[config.mk]
export PLATFORM = sky130hd
export DESIGN_NAME = mem_lsu
export DESIGN_NICKNAME = d
export VERILOG_FILES = /design/src/rtl/mem_lsu_pkg.sv /design/src/rtl/mem_lane_align.sv /design/src/rtl/mem_lsu.sv
export SDC_FILE = /design/constraint.sdc
export NUM_CORES = 1
export LEC_CHECK = 0
export ABC_CLOCK_PERIOD_IN_PS = 1900
export BUFFER_PORTS_ARGS = -buffer_cell sky130_fd_sc_hd__buf_2
export CORE_AREA = 2 2 172 174
export CTS_BUF_LIST = sky130_fd_sc_hd__clkbuf_2
export DETAILED_ROUTE_END_ITERATION = 8
export DIE_AREA = 0 0 174 176
export GPL_TIMING_DRIVEN = 0
export HOLD_SLACK_MARGIN = 0.12
export PLACE_DENSITY = 0.52
export RECOVER_POWER = 100
export SYNTH_ARGS = -nofsm -noshare
export SYNTH_HDL_FRONTEND = slang
export SYNTH_SLANG_ARGS = --single-unit
[constraint.sdc]
create_clock -name clk -period 1.9 [get_ports clk]
set_input_delay 0.285 -clock clk [delete_from_list [all_inputs] [get_ports clk]]
set_output_delay 0.285 -clock clk [all_outputs]
set_load 0.02 [all_outputs]
[src/rtl/mem_lsu_pkg.sv]
// Shared definitions for the load/store unit: memop encodings, FSM states,
// byte-lane select constants and small decode helpers.
package mem_lsu_pkg;

   typedef enum logic [3:0] {
      MemNone = 4'd0,
      MemLb   = 4'd1,
      MemLbu  = 4'd2,
      MemLh   = 4'd3,
      MemLhu  = 4'd4,
      MemLw   = 4'd5,
      MemSb   = 4'd6,
      MemSh   = 4'd7,
      MemSw   = 4'd8
   } memop_e;

   typedef enum logic [1:0] {
      StIdle = 2'd0,
      StBusy = 2'd1,
      StDone = 2'd2
   } lsu_state_e;

   // Big-endian: byte offset 0 lives in bits [31:24].
   localparam logic [3:0] SelByte0  = 4'b1000;
   localparam logic [3:0] SelHalfHi = 4'b1100;
   localparam logic [3:0] SelHalfLo = 4'b0011;
   localparam logic [3:0] SelWord   = 4'b1111;

   function automatic logic is_store(input memop_e op);
      return op inside {MemSb, MemSh, MemSw};
   endfunction

   function automatic logic is_half(input memop_e op);
      return op inside {MemLh, MemLhu, MemSh};
   endfunction

   function automatic logic is_word(input memop_e op);
      return op inside {MemLw, MemSw};
   endfunction

   function automatic logic misaligned(input memop_e op, input logic [1:0] off);
      return (is_half(op) && off[0]) || (is_word(op) && (off != 2'b00));
   endfunction

   function automatic logic [3:0] lane_sel(input memop_e op, input logic [1:0] off);
      logic [3:0] sel;
      sel = 4'b0000;
      if (is_word(op)) begin
         sel = SelWord;
      end else if (is_half(op)) begin
         sel = off[1] ? SelHalfLo : SelHalfHi;
      end else if (op inside {MemLb, MemLbu, MemSb}) begin
         sel = SelByte0 >> off;
      end
      return sel;
   endfunction

endpackage

[src/rtl/mem_lane_align.sv]
// Combinational lane steering: load-side extraction with sign/zero extension,
// or store-side replication of bytes/halfwords across the bus word.
module mem_lane_align
   import mem_lsu_pkg::*;
(
   input  logic        store_i,
   input  memop_e      op_i,
   input  logic [1:0]  off_i,
   input  logic [31:0] data_i,
   output logic [31:0] data_o
);

   logic [7:0]  byte_v;
   logic [15:0] half_v;

   always_comb begin
      byte_v = 8'h00;
      case (off_i)
         2'd0:    byte_v = data_i[31:24];
         2'd1:    byte_v = data_i[23:16];
         2'd2:    byte_v = data_i[15:8];
         default: byte_v = data_i[7:0];
      endcase
      half_v = off_i[1] ? data_i[15:0] : data_i[31:16];

      data_o = data_i;
      if (store_i) begin
         case (op_i)
            MemSb:   data_o = {4{data_i[7:0]}};
            MemSh:   data_o = {2{data_i[15:0]}};
            default: data_o = data_i;
         endcase
      end else begin
         case (op_i)
            MemLb:   data_o = {{24{byte_v[7]}}, byte_v};
            MemLbu:  data_o = {24'h000000, byte_v};
            MemLh:   data_o = {{16{half_v[15]}}, half_v};
            MemLhu:  data_o = {16'h0000, half_v};
            default: data_o = data_i;
         endcase
      end
   end

endmodule

[src/rtl/mem_lsu.sv]
// MEM-stage load/store unit: pass-through for non-memory ops, otherwise a
// stalling single-beat bus transfer with alignment and timeout exceptions.
module mem_lsu
   import mem_lsu_pkg::*;
#(
   parameter int unsigned DATA_W      = 32,
   parameter int unsigned REG_ADDR_W  = 5,
   parameter int unsigned ADDR_W      = 32,
   parameter int unsigned TIMEOUT_CYC = 255
) (
   input  logic                  clk,
   input  logic                  rst,
   input  logic                  valid_i,
   input  logic [3:0]            memop_i,
   input  logic [ADDR_W-1:0]     mem_addr_i,
   input  logic [DATA_W-1:0]     mem_sdata_i,
   input  logic [REG_ADDR_W-1:0] wd_i,
   input  logic                  wreg_i,
   input  logic [DATA_W-1:0]     wdata_i,
   input  logic [DATA_W-1:0]     hi_i,
   input  logic [DATA_W-1:0]     lo_i,
   input  logic                  we_i,
   input  logic [DATA_W-1:0]     flags_i,
   output logic                  bus_req_o,
   output logic                  bus_we_o,
   output logic [ADDR_W-1:0]     bus_addr_o,
   output logic [DATA_W/8-1:0]   bus_sel_o,
   output logic [DATA_W-1:0]     bus_wdata_o,
   input  logic [DATA_W-1:0]     bus_rdata_i,
   input  logic                  bus_ack_i,
   output logic [REG_ADDR_W-1:0] wd_o,
   output logic                  wreg_o,
   output logic [DATA_W-1:0]     wdata_o,
   output logic [DATA_W-1:0]     hi_o,
   output logic [DATA_W-1:0]     lo_o,
   output logic                  we_o,
   output logic [DATA_W-1:0]     flags_o,
   output logic                  stallreq_o,
   output logic                  excp_align_o,
   output logic                  excp_bus_o
);

   if (DATA_W != 32) begin : g_bad_data_w
      $error("mem_lsu: only DATA_W == 32 is supported");
   end
   if (TIMEOUT_CYC < 1) begin : g_bad_timeout
      $error("mem_lsu: TIMEOUT_CYC must be at least 1");
   end

   localparam int unsigned CntW = $clog2(TIMEOUT_CYC + 1);
   localparam int unsigned SelW = DATA_W / 8;

   memop_e          op, op_q, op_d;
   logic [1:0]      off, off_q, off_d;
   lsu_state_e      state_q, state_d;
   logic [CntW-1:0] cnt_q, cnt_d;
   logic [DATA_W-1:0] rdata_q, rdata_d, wdata_q, wdata_d;
   logic [ADDR_W-1:0] addr_q, addr_d;
   logic [SelW-1:0]   sel_q, sel_d;
   logic we_q, we_d, load_q, load_d, tout_q, tout_d;
   logic mem_op, misalign, issue, tout_hit, stall, excp_align;
   logic [DATA_W-1:0] ld_data, st_data;

   assign op  = memop_e'(memop_i);
   assign off = mem_addr_i[1:0];

   // Load path reads the registered op/offset because the pipeline inputs may change under stall.
   mem_lane_align u_ld_align (
      .store_i (1'b0),
      .op_i    (op_q),
      .off_i   (off_q),
      .data_i  (bus_rdata_i),
      .data_o  (ld_data)
   );

   mem_lane_align u_st_align (
      .store_i (1'b1),
      .op_i    (op),
      .off_i   (off),
      .data_i  (mem_sdata_i),
      .data_o  (st_data)
   );

   assign mem_op     = valid_i && (op != MemNone);
   assign misalign   = mem_op && misaligned(op, off);
   // tout_q marks the abort cycle: the timed-out op is still presented and must not reissue.
   assign issue      = (state_q == StIdle) && mem_op && !misalign && !tout_q;
   assign excp_align = (state_q == StIdle) && misalign && !tout_q;
   assign stall      = issue || (state_q == StBusy);
   assign tout_hit   = (state_q == StBusy) && !bus_ack_i && (cnt_q == CntW'(TIMEOUT_CYC - 1));

   always_comb begin
      state_d = state_q;
      cnt_d   = cnt_q;
      rdata_d = rdata_q;
      load_d  = load_q;
      tout_d  = 1'b0;
      addr_d  = addr_q;
      sel_d   = sel_q;
      wdata_d = wdata_q;
      we_d    = we_q;
      op_d    = op_q;
      off_d   = off_q;
      unique case (state_q)
         StIdle: begin
            if (issue) begin
               state_d = StBusy;
               cnt_d   = '0;
               we_d    = is_store(op);
               load_d  = !is_store(op);
               addr_d  = {mem_addr_i[ADDR_W-1:2], 2'b00};
               sel_d   = SelW'(lane_sel(op, off));
               wdata_d = st_data;
               op_d    = op;
               off_d   = off;
            end
         end
         StBusy: begin
            if (bus_ack_i) begin
               state_d = StDone;
               rdata_d = ld_data;
            end else if (tout_hit) begin
               state_d = StIdle;
               tout_d  = 1'b1;
            end else begin
               cnt_d = cnt_q + CntW'(1);
            end
         end
         StDone:  state_d = StIdle;
         default: state_d = StIdle;
      endcase
   end

   always_ff @(posedge clk) begin
      if (!rst) begin
         state_q <= StIdle;
         cnt_q   <= '0;
         rdata_q <= '0;
         load_q  <= 1'b0;
         tout_q  <= 1'b0;
         addr_q  <= '0;
         sel_q   <= '0;
         wdata_q <= '0;
         we_q    <= 1'b0;
         op_q    <= MemNone;
         off_q   <= 2'b00;
      end else begin
         state_q <= state_d;
         cnt_q   <= cnt_d;
         rdata_q <= rdata_d;
         load_q  <= load_d;
         tout_q  <= tout_d;
         addr_q  <= addr_d;
         sel_q   <= sel_d;
         wdata_q <= wdata_d;
         we_q    <= we_d;
         op_q    <= op_d;
         off_q   <= off_d;
      end
   end

   always_comb begin
      wd_o         = wd_i;
      wreg_o       = wreg_i;
      wdata_o      = wdata_i;
      hi_o         = hi_i;
      lo_o         = lo_i;
      we_o         = we_i;
      flags_o      = flags_i;
      bus_req_o    = 1'b0;
      bus_we_o     = 1'b0;
      bus_addr_o   = '0;
      bus_sel_o    = '0;
      bus_wdata_o  = '0;
      stallreq_o   = stall;
      excp_align_o = excp_align;
      excp_bus_o   = tout_q;
      if (state_q == StBusy) begin
         bus_req_o   = 1'b1;
         bus_we_o    = we_q;
         bus_addr_o  = addr_q;
         bus_sel_o   = sel_q;
         bus_wdata_o = wdata_q;
      end
      if (state_q == StDone) begin
         wdata_o = load_q ? rdata_q : wdata_i;
         wreg_o  = wreg_i && load_q;
      end
      if (stall || excp_align || tout_q) begin
         wreg_o = 1'b0;
      end
      if (stall) begin
         we_o = 1'b0;
      end
      if (!rst) begin
         wd_o         = '0;
         wreg_o       = 1'b0;
         wdata_o      = '0;
         hi_o         = '0;
         lo_o         = '0;
         we_o         = 1'b0;
         flags_o      = '0;
         bus_req_o    = 1'b0;
         bus_we_o     = 1'b0;
         bus_addr_o   = '0;
         bus_sel_o    = '0;
         bus_wdata_o  = '0;
         stallreq_o   = 1'b0;
         excp_align_o = 1'b0;
         excp_bus_o   = 1'b0;
      end
   end

endmodule

-- After elaboration in Yosys (flattened, before gate mapping)
Cells that the tools add are included.
- bitwise gates (word level): 2
- $lt $le $gt $ge: 0
- equality and inequality tests: 21
- multipliers: 0
- multiplexer cells: 42
- add/sub/neg operators: 1
- shifts and indexed selects: 1
- divide/modulo/power cells: 0
- reductions and logical operators: 34
- operators with widths (kind ; count):
    32-bit two-way mux ; 10
    32-bit case mux with 4 select lines ; 1
    32-bit case mux with 2 select lines ; 1
    4-bit two-way mux ; 6
    8-bit two-way mux ; 3
    8-bit case mux with 3 select lines ; 1
    4-bit by 3-bit == test with 1-bit output (second input constant) ; 5
    4-bit by 2-bit == test with 1-bit output (second input constant) ; 4
    16-bit two-way mux ; 1
    8-bit case mux with 2 select lines ; 1
    1-bit two-way mux ; 13
    1-bit logical AND ; 12
    3-bit nonzero test ; 3
    8-bit by 1-bit adder with 8-bit output (second input constant) ; 1
    4-bit by 1-bit == test with 1-bit output (second input constant) ; 2
    8-bit == test (second input constant) ; 1
    2-bit two-way mux ; 3
    2-bit inequality test (second input constant) ; 3
    2-bit AND reduction ; 3
    2-bit nonzero test ; 3
    5-bit two-way mux ; 1
    2-bit by 1-bit == test with 1-bit output (second input constant) ; 2
    2-bit == test (second input constant) ; 2
    4-bit == test (second input constant) ; 1
    other kinds (10) ; 18
- ROM bits: 0
- register bits after elaboration: 117
- RAM bits: 0
- memories: 0
- bits in latches: 0
- logic and storage cells: 112

-- Logic depth before layout (Yosys ltp)
- depth in word-level cells: 13
- mapped depth: 9
- mapped depth without buffers: 7

-- By module
From an unflattened synthesis, not the netlist that was laid out.
- cells, all modules: 1270
- area, all modules: 9500.4 µm²
- modules (own cells, without submodules) (module ; times used ; cells each ; seq. area each (µm²) ; area each (µm²)):
    mem_lsu ; 1 ; 866 ; 2342.2 ; 6454.9
    mem_lane_align ; 2 ; 202 ; 0.0 ; 1522.7

-- Worst setup path after synthesis
Ideal clock, no wire load.
- path kind: reg-to-output
- start: reg state_q[0]
- end: out stallreq_o
- cell stages (with the launch flop): 8
- data arrival time: 1.888 ns
- slack: -0.273 ns
- required time: 1.615 ns
- cell sequence: dfxtp_1 or3b_4 nor3_2 nor4b_2 buf_4 buf_8 nor2_1 nor2b_1
- cells in the longest elaborated chain, start to end: 6
- elaborated cells between the ends (all ways): 7
- those cells by class: 1 x eq/ne; 1 x mux; 5 x reduce/logical
- RTL lines (what ; RTL line ; RTL):
    start, declared ; mem_lsu.sv:55 ; lsu_state_e state_q, state_d;
    start signal, assigned ; mem_lsu.sv:136 ; state_q <= StIdle;
    start signal, assigned ; mem_lsu.sv:148 ; state_q <= state_d;
    2-bit logical NOT ; mem_lsu.sv:87 ; assign issue = (state_q == StIdle) && mem_op && !misalign && !tout_q;
    1-bit logical AND (3 in series) ; mem_lsu.sv:87 ;
    1-bit logical OR * ; mem_lsu.sv:89 ; assign stall = issue || (state_q == StBusy);
    1-bit two-way mux * ; mem_lsu.sv:195 ; if (!rst) begin
    end, declared ; mem_lsu.sv:38 ; output logic stallreq_o,
Mark *: on every way between the ends. The rest lies on a longest branch, timed or not.

-- Worst setup path in the final report
- start: reg state_q[0]
- end: out we_o
- cells in the longest elaborated chain, start to end: 7
- elaborated cells between the ends (all ways): 8
- those cells by class: 1 x eq/ne; 2 x mux; 5 x reduce/logical
- RTL lines (what ; RTL line ; RTL):
    2-bit logical NOT ; mem_lsu.sv:87 ;
    1-bit logical AND (3 in series) ; mem_lsu.sv:87 ;
    1-bit logical OR * ; mem_lsu.sv:89 ;
    1-bit two-way mux * ; mem_lsu.sv:192 ; if (stall) begin
    1-bit two-way mux * ; mem_lsu.sv:195 ;
    end, declared ; mem_lsu.sv:36 ; output logic we_o,
Marked as above.

==> results.py <==
metrics = {
    "status": {
        "run_status": "finished with violations",
        "violations": "negative setup slack",
    },
    "logic_synthesis": {
        "synth_edf_count": 0,
        "synth_area_mm2": 0.00722,
        "yosysTopAreaCellShare_pct": 32.4,
        "synth-seq-cells": 117,
        "syn_inst": 984,
        "yosys_warnings": 0,
        "seq_area_frac_synth_pct": 32.4,
        "ys_top_cells_by_count": "nand2_1 (180), dfxtp_1 (117), and2_1 (107), o21ai_0 (107), and3_1 (68)",
        "synth_cell_type_count": 57,
        "yosysTopAreaCell": "dfxtp_1",
        "synth-main-ff-cell": "dfxtp_1",
        "post-synth-top-count-cell": "nand2_1",
        "synth_area_leaders": "dfxtp_1 (32%), nand2_1 (9.4%), and2_1 (9.3%)",
        "synth-async-reset-ratio_pct": 0,
        "avgSynthCellArea_um2": 7.34,
    },
    "routing": {
        "vias": 9614,
        "routed_via_density": 4.79,
        "wirelength_um": 38000,
        "first_pass_iters": 5,
        "drt_iter0_drc": 665,
        "wl_per_cell_um": 18.9,
        "drc": 0,
        "ant_nets": 0,
    },
    "floorplanning": {
        "fp.dieW_um": 174,
        "ios": 447,
        "die_area_mm2": 0.0306,
        "die_y_um": 176,
        "rows": 62,
        "core_mm2": 0.0285,
        "initial_core_util_pct": 25.3,
    },
    "cells_and_area": {
        "final_area_mm2": 0.0139,
        "fin_util_pct": 48.7,
        "drive_gt1_share_pct": 47.8,
        "area_growth_pct": 92.5,
        "layout.nets": 1852,
    },
    "timing": {
        "rsz0062_at_grt": "true",
        "skew_ns": 0.0355,
        "period_needed_ns": 2.78,
        "hold_viol": 0,
        "fmax_mhz": 360,
        "tightest_slew_ns": 0.785,
        "setup_viol": 180,
        "finalCritPeriodShare_pct": 146,
        "slew_viol_final": 0,
        "fin_ws_ns": -0.879,
        "slew_headroom_pct": 47.7,
    },
    "clocking": {
        "tritoncts": "built",
        "cts-root-buf": "clkbuf_2",
        "clock_path_buffers": 2,
        "path_clk_slew_ns": 0.20,
        "clk_latency_ns": 0.70,
        "htreeDepth": 4,
        "numClockSinks": 117,
        "numCtsBuffers": 17,
    },
    "power_and_ir_drop": {
        "pwr-share-clk_pct": 21.3,
        "netSwitchingPower_mw": 2.70,
        "p_int_mw": 4.53,
        "seqPwrFrac_pct": 38.5,
        "power_frac_comb_pct": 40.2,
        "p_leak_nw": 6.52,
        "switching_share_pct": 37.4,
        "power_density_mw_per_mm2": 520,
        "irDropWorstVdd_uv": 327,
    },
    "setup_path": {
        "cp_top_family": "simple AND/OR/NAND/NOR gates",
        "cp-end-kind": "output port",
        "crit_chain": "or3b_4 > nor3_4 > nor4b_4 > buf_6 > buf_12 > nor2_4 > and3_4 > buf_6",
        "ff2ff_setup_slack_ns": -0.31,
        "ff2ff_path_depth": 11,
        "worstReg2RegEnd": "sel_q[1]",
        "crit_path_frequent_cell": "buf_6",
        "critPathBufInv": 3,
        "worstReg2RegStart": "state_q[0]",
        "path_depth": 8,
        "crit_type": "flop to output port",
        "critPathMaxStageDelay_ns": 0.39,
        "worstPathArrival_ns": 2.49,
        "path_max_fanout": 3,
        "worst-endpoint-required_ns": 1.62,
        "startpoint_type": "flop",
        "slowest_stage": "dfxtp_4",
    },
    "placement": {
        "pre_cts_slack_ns": -1.20,
        "dpl-instance-area_mm2": 0.00996,
        "io_buffers": 442,
        "place_congestion": 0.866,
        "hpwl_um": 27000,
    },
    "hold_path": {
        "hp-start": "rst",
        "min_path_cells": 4,
        "min_to": "rdata_q[0]",
        "min_path_type": "primary input to flop",
    },
    "global_route": {
        "grtUsageTotal_pct": 23.4,
        "grt_pass1_wl_um": 55700,
        "grt_max_degree": 17,
        "grt_pass1_vias": 9519,
        "grt_overflow": 0,
        "antenna_found_initial": 1,
    },
    "run": {
        "drv_cap": 0,
    },
}
==> through the flow <==
step                std cells  TNS (ns)  total power [mW]  hold WS, ns
finish                   2009    -77.36              7.23        0.152
global route             2009   -100.97              7.57        0.127
CTS                      2002   -108.74              7.09        0.125
detailed placement       1811   -159.14              4.72        0.439
global placement         1811   -156.00              4.72        0.434
floorplan                 985    -0.265              3.90        0.415
==> repair_timing <==
item	4_1_cts	5_1_grt
hold buffers	103	0
endpoints found under the hold margin	108	0
resized for setup	424	208
cloned	17	2
setup endpoints to repair	319	296
pin swaps	50	71
buffers inserted	39	17
==> power by group through the flow <==
stage | combinational [mW] | clock [mW] | sequential [mW]
global route | 3.10 | 1.66 | 2.80
detailed placement | 1.93 | 0 | 2.79
global placement | 1.93 | 0 | 2.79
finish | 2.91 | 1.54 | 2.78
CTS | 2.77 | 1.57 | 2.75
floorplan | 1.14 | 0 | 2.76
==> cell type report <==
type | instances | area [um2]
diodes | 1 | 2.50
plain buffers | 92 | 803
clock buffers | 18 | 90.1
clock inverters | 14 | 114
fillers | 2829 | 14700
inverters | 21 | 83.8
multi-input cells | 752 | 5310
flip-flops and latches | 117 | 2350
well taps | 384 | 480
repair buffers | 610 | 4660
==> logic make-up after synthesis <==
kind of cell	Yosys count	synth area share, %
adder cells (fa/ha/maj)	2	0.347
other	1	0.0520
buffers and inverters	116	7.16
XOR/XNOR	2	0.243
multiplexers	28	5.13
AND/OR/NAND/NOR	469	33.0
AO/OA/AOI/OAI	249	21.6
flip-flops	117	32.4
==> worst reg2reg max path, delay by kind of cell (launching register included) <==
family | cells | cell delay [ns]
simple gates | 3 | 0.83
flops | 1 | 0.39
buf+inv | 6 | 0.70
compound gates | 2 | 0.22
==> layout by cell type, fill, tap and decap left out, types with 8 or more instances in the layout <==
cell type,netlist,routed
a21boi_2,0,20
o211a_1,11,11
dfxtp_1,117,113
mux2i_1,19,19
nand3_1,48,23
a21oi_1,34,31
and2_1,107,69
buf_2,13,307
nand2_4,0,24
buf_6,3,99
clkbuf_2,4,62
and3_4,0,68
and2_0,0,36
nand2_1,180,149
nor3_1,10,8
clkbuf_16,0,10
buf_4,7,48
o21ai_0,107,56
dlygate4sd3_1,0,103
nand3_2,0,23
inv_1,21,19
o21ai_1,4,50
buf_12,0,10
a21boi_1,0,10
clkbuf_1,64,43
nor2_1,26,24
buf_8,1,28
o2111ai_1,16,15
o22ai_1,8,8
==> per-layer routing <==
layer	global-route usage [%]	share of wire, %	vias up
met2	38.2	47	348
met1	31.6	45	4555
met3	5.23	6.5	29
met5	0	0	-
met4	4.97	1.3	0
li1	-	-	4682
==> flip-flops by register name, summed over array words and instances (netlist names), 2 cells and up <==
name     cells
op_q         4
wdata_q     32
state_q      2
off_q        2
cnt_q        8
rdata_q     32
sel_q        4
addr_q      30
==> worst max path at each step <==
stage	start	to
after floorplan	memop_i[0]	wreg_o
after global placement	rst	excp_align_o
after detailed placement	rst	excp_align_o
after CTS	state_q[0]	we_o
after global routing	tout_q	we_o
final	state_q[0]	we_o
No activity file was read; power rests on OpenSTA's default activity.
